## config.mk

```make
export PLATFORM = sky130hd
export DESIGN_NAME = prog_mem_loader
export DESIGN_NICKNAME = d
export VERILOG_FILES = /design/src/rtl/prog_mem_loader.sv
export SDC_FILE = /design/constraint.sdc
export NUM_CORES = 1
export LEC_CHECK = 0
export CORE_MARGIN = 2
export CORE_UTILIZATION = 58
export CTS_CLUSTER_DIAMETER = 30
export DETAILED_ROUTE_END_ITERATION = 8
export MAX_ROUTING_LAYER = met4
export PLACE_DENSITY = 0.83
export SETUP_SLACK_MARGIN = 0.02
export SLEW_MARGIN = 20
export SYNTH_ARGS = -nofsm -noshare
export SYNTH_HDL_FRONTEND = slang
export SYNTH_SLANG_ARGS = --single-unit
```

## constraint.sdc

```tcl
create_clock -name clk -period 4.6 [get_ports clk]
set_clock_uncertainty 0.05 [all_clocks]
set_input_delay 1.15 -clock clk [delete_from_list [all_inputs] [get_ports clk]]
set_output_delay 1.15 -clock clk [all_outputs]
set_load 0.03 [all_outputs]
```

## src/rtl/prog_mem_loader.sv

```systemverilog
// prog_mem_loader: boot-time writer for the instruction store.
// Takes a valid/ready byte stream of the form {count_hi, count_lo, N x {hi, lo}}.
// It writes each 16-bit word to consecutive even addresses starting at BASE_ADDR.
// When the load completes it raises cpu_run.
// Optional feature macro: LOADER_CHECKSUM_EN. When defined, the stream carries one
// trailing byte equal to the modulo-256 sum of all preceding bytes, and that byte
// is checked in the CHK state before the CPU is released.
module prog_mem_loader #(
    parameter logic [15:0] BASE_ADDR = 16'h0000,
    parameter int unsigned MAX_WORDS = 256
) (
    input  logic        clk,
    input  logic        rst,
    input  logic [7:0]  in_data,
    input  logic        in_valid,
    output logic        in_ready,
    input  logic        restart,
    output logic        pm_we,
    output logic [15:0] pm_addr,
    output logic [15:0] pm_wdata,
    output logic        cpu_run,
    output logic        busy,
    output logic        err,
    output logic [15:0] words_loaded
);

    localparam logic [2:0] S_HDR_HI = 3'd0;
    localparam logic [2:0] S_HDR_LO = 3'd1;
    localparam logic [2:0] S_DAT_HI = 3'd2;
    localparam logic [2:0] S_DAT_LO = 3'd3;
    localparam logic [2:0] S_DONE   = 3'd4;
    localparam logic [2:0] S_ERR    = 3'd5;
`ifdef LOADER_CHECKSUM_EN
    localparam logic [2:0] S_CHK    = 3'd6;
    localparam logic [2:0] S_TAIL   = S_CHK;
`else
    localparam logic [2:0] S_TAIL   = S_DONE;
`endif

    // States in which a stream byte may be accepted.
    function automatic logic f_takes_bytes(input logic [2:0] st);
        logic v;
        case (st)
            S_HDR_HI, S_HDR_LO, S_DAT_HI, S_DAT_LO: v = 1'b1;
`ifdef LOADER_CHECKSUM_EN
            S_CHK:                                  v = 1'b1;
`endif
            default:                                v = 1'b0;
        endcase
        return v;
    endfunction

    // States between the first header byte and DONE/ERR.
    function automatic logic f_is_busy(input logic [2:0] st);
        logic v;
        case (st)
            S_HDR_LO, S_DAT_HI, S_DAT_LO: v = 1'b1;
`ifdef LOADER_CHECKSUM_EN
            S_CHK:                        v = 1'b1;
`endif
            default:                      v = 1'b0;
        endcase
        return v;
    endfunction

    logic [2:0]  r_state;
    logic [2:0]  w_state_nxt;
    logic        r_ready;
    logic        r_busy;
    logic        r_run;
    logic        r_err;
    logic        r_we;
    logic [15:0] r_wdata;
    logic [15:0] r_addr;
    logic [15:0] r_words;
    logic [7:0]  r_cnt_hi;
    logic [15:0] r_left;
    logic [7:0]  r_hi;
    logic        w_accept;
    logic        w_rearm;
    logic [15:0] w_hdr_count;
    logic        w_too_big;
`ifdef LOADER_CHECKSUM_EN
    logic [7:0]  r_sum;
`endif

    assign w_accept    = in_valid & r_ready;
    assign w_rearm     = restart & ((r_state == S_DONE) | (r_state == S_ERR));
    assign w_hdr_count = {r_cnt_hi, in_data};
    assign w_too_big   = ({16'h0000, w_hdr_count} > MAX_WORDS);

    assign in_ready     = r_ready;
    assign pm_we        = r_we;
    assign pm_addr      = r_addr;
    assign pm_wdata     = r_wdata;
    assign cpu_run      = r_run;
    assign busy         = r_busy;
    assign err          = r_err;
    assign words_loaded = r_words;

    // Next-state decode for the load sequencer.
    always_comb begin
        w_state_nxt = r_state;
        case (r_state)
            S_HDR_HI: begin
                if (w_accept) w_state_nxt = S_HDR_LO;
                else          w_state_nxt = r_state;
            end
            S_HDR_LO: begin
                if (!w_accept)                   w_state_nxt = r_state;
                else if (w_too_big)              w_state_nxt = S_ERR;
                else if (w_hdr_count == 16'd0)   w_state_nxt = S_TAIL;
                else                             w_state_nxt = S_DAT_HI;
            end
            S_DAT_HI: begin
                if (w_accept) w_state_nxt = S_DAT_LO;
                else          w_state_nxt = r_state;
            end
            S_DAT_LO: begin
                if (!w_accept)             w_state_nxt = r_state;
                else if (r_left == 16'd1)  w_state_nxt = S_TAIL;
                else                       w_state_nxt = S_DAT_HI;
            end
`ifdef LOADER_CHECKSUM_EN
            S_CHK: begin
                if (!w_accept)             w_state_nxt = r_state;
                else if (in_data == r_sum) w_state_nxt = S_DONE;
                else                       w_state_nxt = S_ERR;
            end
`endif
            S_DONE, S_ERR: begin
                if (w_rearm) w_state_nxt = S_HDR_HI;
                else         w_state_nxt = r_state;
            end
            default: w_state_nxt = S_HDR_HI;
        endcase
    end

    // State, registered status outputs, word assembly and write-address tracking.
    always_ff @(posedge clk or posedge rst) begin
        if (rst) begin
            r_state  <= S_HDR_HI;
            r_ready  <= 1'b0;
            r_busy   <= 1'b0;
            r_run    <= 1'b0;
            r_err    <= 1'b0;
            r_we     <= 1'b0;
            r_wdata  <= 16'h0000;
            r_addr   <= BASE_ADDR;
            r_words  <= 16'h0000;
            r_cnt_hi <= 8'h00;
            r_left   <= 16'h0000;
            r_hi     <= 8'h00;
        end else begin
            r_state <= w_state_nxt;
            r_ready <= f_takes_bytes(w_state_nxt);
            r_busy  <= f_is_busy(w_state_nxt);
            r_run   <= (w_state_nxt == S_DONE);
            r_err   <= (w_state_nxt == S_ERR);
            // The write strobe is a single-cycle pulse following each low-byte accept.
            r_we    <= w_accept & (r_state == S_DAT_LO);
            if (w_accept) begin
                case (r_state)
                    S_HDR_HI: r_cnt_hi <= in_data;
                    S_HDR_LO: r_left   <= w_hdr_count;
                    S_DAT_HI: r_hi     <= in_data;
                    S_DAT_LO: begin
                        r_wdata <= {r_hi, in_data};
                        r_left  <= r_left - 16'd1;
                    end
                    default: r_hi <= r_hi;
                endcase
            end
            // The address and the count advance as the write strobe drops, so
            // pm_addr equals BASE_ADDR + 2*words_loaded while pm_we is high.
            if (w_rearm) begin
                r_words <= 16'h0000;
                r_addr  <= BASE_ADDR;
            end else if (r_we) begin
                r_words <= r_words + 16'd1;
                r_addr  <= r_addr + 16'd2;
            end
        end
    end

`ifdef LOADER_CHECKSUM_EN
    // Running modulo-256 sum of every byte that precedes the checksum trailer.
    always_ff @(posedge clk or posedge rst) begin
        if (rst) begin
            r_sum <= 8'h00;
        end else if (w_rearm) begin
            r_sum <= 8'h00;
        end else if (w_accept && (r_state != S_CHK)) begin
            r_sum <= r_sum + in_data;
        end
    end
`endif

endmodule

```

==> results.txt <==
Setup TNS: 0 ps
FFs w/ async S/R, synth: 100%
Critical Path Fanout Max: 13
Req. time, crit path: 4800 ps
Synth Warn #: 0
CTS Buf Count: 9
CP Class: in2reg
IO Pins: 65
Clock Tree Root: clkbuf_8
Flop-to-flop setup slack: 2030 ps
Die width: 88.0 um
I/O Buffers: 63
Area of the core: 6790 um^2
Synthesized net count: 396
# diodes: 0
Post-synthesis sequential area ratio: 53.2%
Hold WS: 465 ps
Global-route wire length before repair: 14.7 mm
Final Hold Viols: 0
Critical Path Sink Type: flip-flop
Largest area contributor in the netlist: dfrtp_1
DRT iter0 DRCs: 307
Fin crit share: 65.6%
Hold Path Origin: pm_wdata[1]
Min-delay worst type: reg2reg
Total track usage: 25.5%
# DRC: 0
Clock Latency Late Sink: 360 ps
Mapped Area: 4090 um^2
Post-synth EDFFs: 0
Setup WS post-layout: 1580 ps
Worst r2r src: r_state[1]
Initial Utilization: 60.3%
Pwr Density: 458 nW/um^2
Clk slew on worst S/H paths: 80 ps
Cells after synthesis: 380
Synth-to-layout area growth: 21.3%
Fmax achieved: 331 MHz
Setup WS pre-CTS: 1220 ps
Syn Area/Cell: 10.8 um^2
Min-Delay Path Depth: 1
FF+latch count, synth: 87
Drt first pass iters: 6
PostCTS Resize Cnt: 0
End of the worst hold path: pm_wdata[1]
Post-synth top area share: 53.2%
Post-DP HPWL: 6.04 mm
Distinct cells, synth: 54
Final Net Count: 458
Pleak: 2.14 nW
VDD IR-drop max: 0.304 mV
Headroom to the max-slew limit: 44.4%
Worst Tran Pin Value: 834 ps
Post-CTS Hold Buffers: 0
Max-slew violations: 0
Placed inst area: 4790 um^2
Row cnt: 30
TritonCTS clock tree: yes
Die ar.: 7750 um^2
Final instance area: 4970 um^2
Outcome: finished, final reports clean
Arr. time, crit path: 3220 ps
Clock Tree Buf Depth: 2
Die H: 88.0 um
Post-synth top flop: dfrtp_1
Routed wire length: 8.61 mm
Area contributors post-synth: dfrtp_1 53%, mux2_2 8.8%, nor2_1 4.2%
GPL Wtd Cong: 0.876
Placed instance count: 527
Initial antenna violation count: 0
Post-CTS Setup Bufs: 0
Fraction of layout cells with a size suffix above 1: 13.9%
Routed Antenna Nets: 0
Vias in the first global route: 3039
Pin count of the biggest net entering global routing: 42
H-Tree Depth: 3
Routed length per instance: 15.9 um
Final setup fails: 0
TritonCTS Sinks: 87
Reg2reg path depth: 5
Congestion Overflow GR: 0
R2R Path End: r_left[13]
Min cycle time layout: 3020 ps
Max-Cap Viols: 0
Fill count: 492
Critical path startpoint category: input port
Routed vias: 3147
Drt via density: 5.81
RSZ-0062 raised after global routing: no
Non-Filler Instances: 542
## metrics by stage
stage	total power, W	util, %
floorplan	0.00158	-
global placement	0.00178	70.6
detailed placement	0.00180	70.6
CTS	0.00228	73.1
global route	0.00241	73.1
finish	0.00228	73.1
## worst max-delay path, cell delays in order
cell and delay, ps:
clkdlybuf4s50_1 490, and3b_1 230, and2_1 450, nand2_2 260, inv_2 280, mux2_2 360
## worst max-delay path by stage
stage / startpoint / to / slack, ps / cells past startpoint
after global placement: in_valid / pm_wdata[14] / 1270 / 6
after floorplan: rst / busy / 1150 / 1
final: in_valid / pm_wdata[10] / 1580 / 6
after CTS: in_valid / pm_wdata[12] / 1600 / 6
after global routing: in_valid / pm_wdata[6] / 1500 / 6
after detailed placement: in_valid / pm_wdata[10] / 1220 / 6
## layout by cell type, fill, tap and decap left out, drive strengths merged, types with 2 or more instances in the layout
cell           count
mux2i              2
nor3              15
and3b              2
dfrtp             87
clkdlybuf4s50     63
nor3b              2
a21oi             20
clkinvlp           3
o21ai             17
or4                4
inv               10
nand4              7
nor4b              3
nor2b              2
xnor2              9
nor2              46
o31a               2
xor2              17
mux2              33
a2bb2oi            2
nand2             23
ha                 4
clkbuf            11
nor4               4
and3               6
buf                3
a211oi             2
or3                5
o22ai              6
o21a               2
a31oi              3
nand3             16
## flip-flops by register name, summed over array words and instances, names as in the netlist
register,flops
pm_wdata,16
r_left,16
words_loaded,16
pm_addr,15
r_cnt_hi,8
r_hi,8
r_state,3
busy,1
cpu_run,1
err,1
in_ready,1
pm_we,1
## synth_stat cells, drive strengths merged (5+ instances only)
library cell  number
nand3             16
inv               10
mux2              33
buf                5
or3                5
dfrtp             87
nor3              15
nand4              7
nand2             23
clkbuf            10
nor2              46
a21oi             20
xnor2              9
o21ai             17
xor2              17
o22ai              6
and3               6
## where the power goes
| group | total [W] | internal [W] | switching, W | leakage, nW |
|---|---|---|---|---|
| Combinational | 0.000681 | 0.000306 | 0.000375 | 0.917 |
| Sequential | 0.00112 | 0.000936 | 0.000182 | 1.15 |
| Clock | 0.000477 | 0.000210 | 0.000267 | 0.0781 |
| Total | 0.00228 | 0.00145 | 0.000824 | 2.14 |
## kinds of logic (layout without fill, tap and decap cells)
logic type      after synthesis  in the layout  share of synthesized area [%]
compound gates               60             60                           9.32
xor+xnor                     26             26                           5.56
fa+ha+maj                     4              4                           1.22
buf+inv                      25             91                           2.78
flops                        87             87                           53.2
mux                          35             35                           9.57
other cells                   1              1                         0.0916
simple gates                142            142                           18.3
## area by class of cell
class	instances	area [um^2]	share of cell area, %
Clock inverter	4	31.3	0.630
Sequential cell	87	2180	43.8
Clock buffer	11	141	2.85
Timing Repair Buffer	66	653	13.1
Multi-Input combinational cell	268	1810	36.3
Tap cell	96	120	2.42
Inverter	10	38.8	0.781
## layer usage
metal | track usage [%] | vias up | wire length [um]
met2 | 38.6 | 142 | 3990
met1 | 33.7 | 1511 | 3800
met4 | 9.23 | 0 | 203
met3 | 6.50 | 26 | 621
li1 | - | 1468 | -
met5 | - | - | 0
No activity file was read; power rests on OpenSTA's default activity.
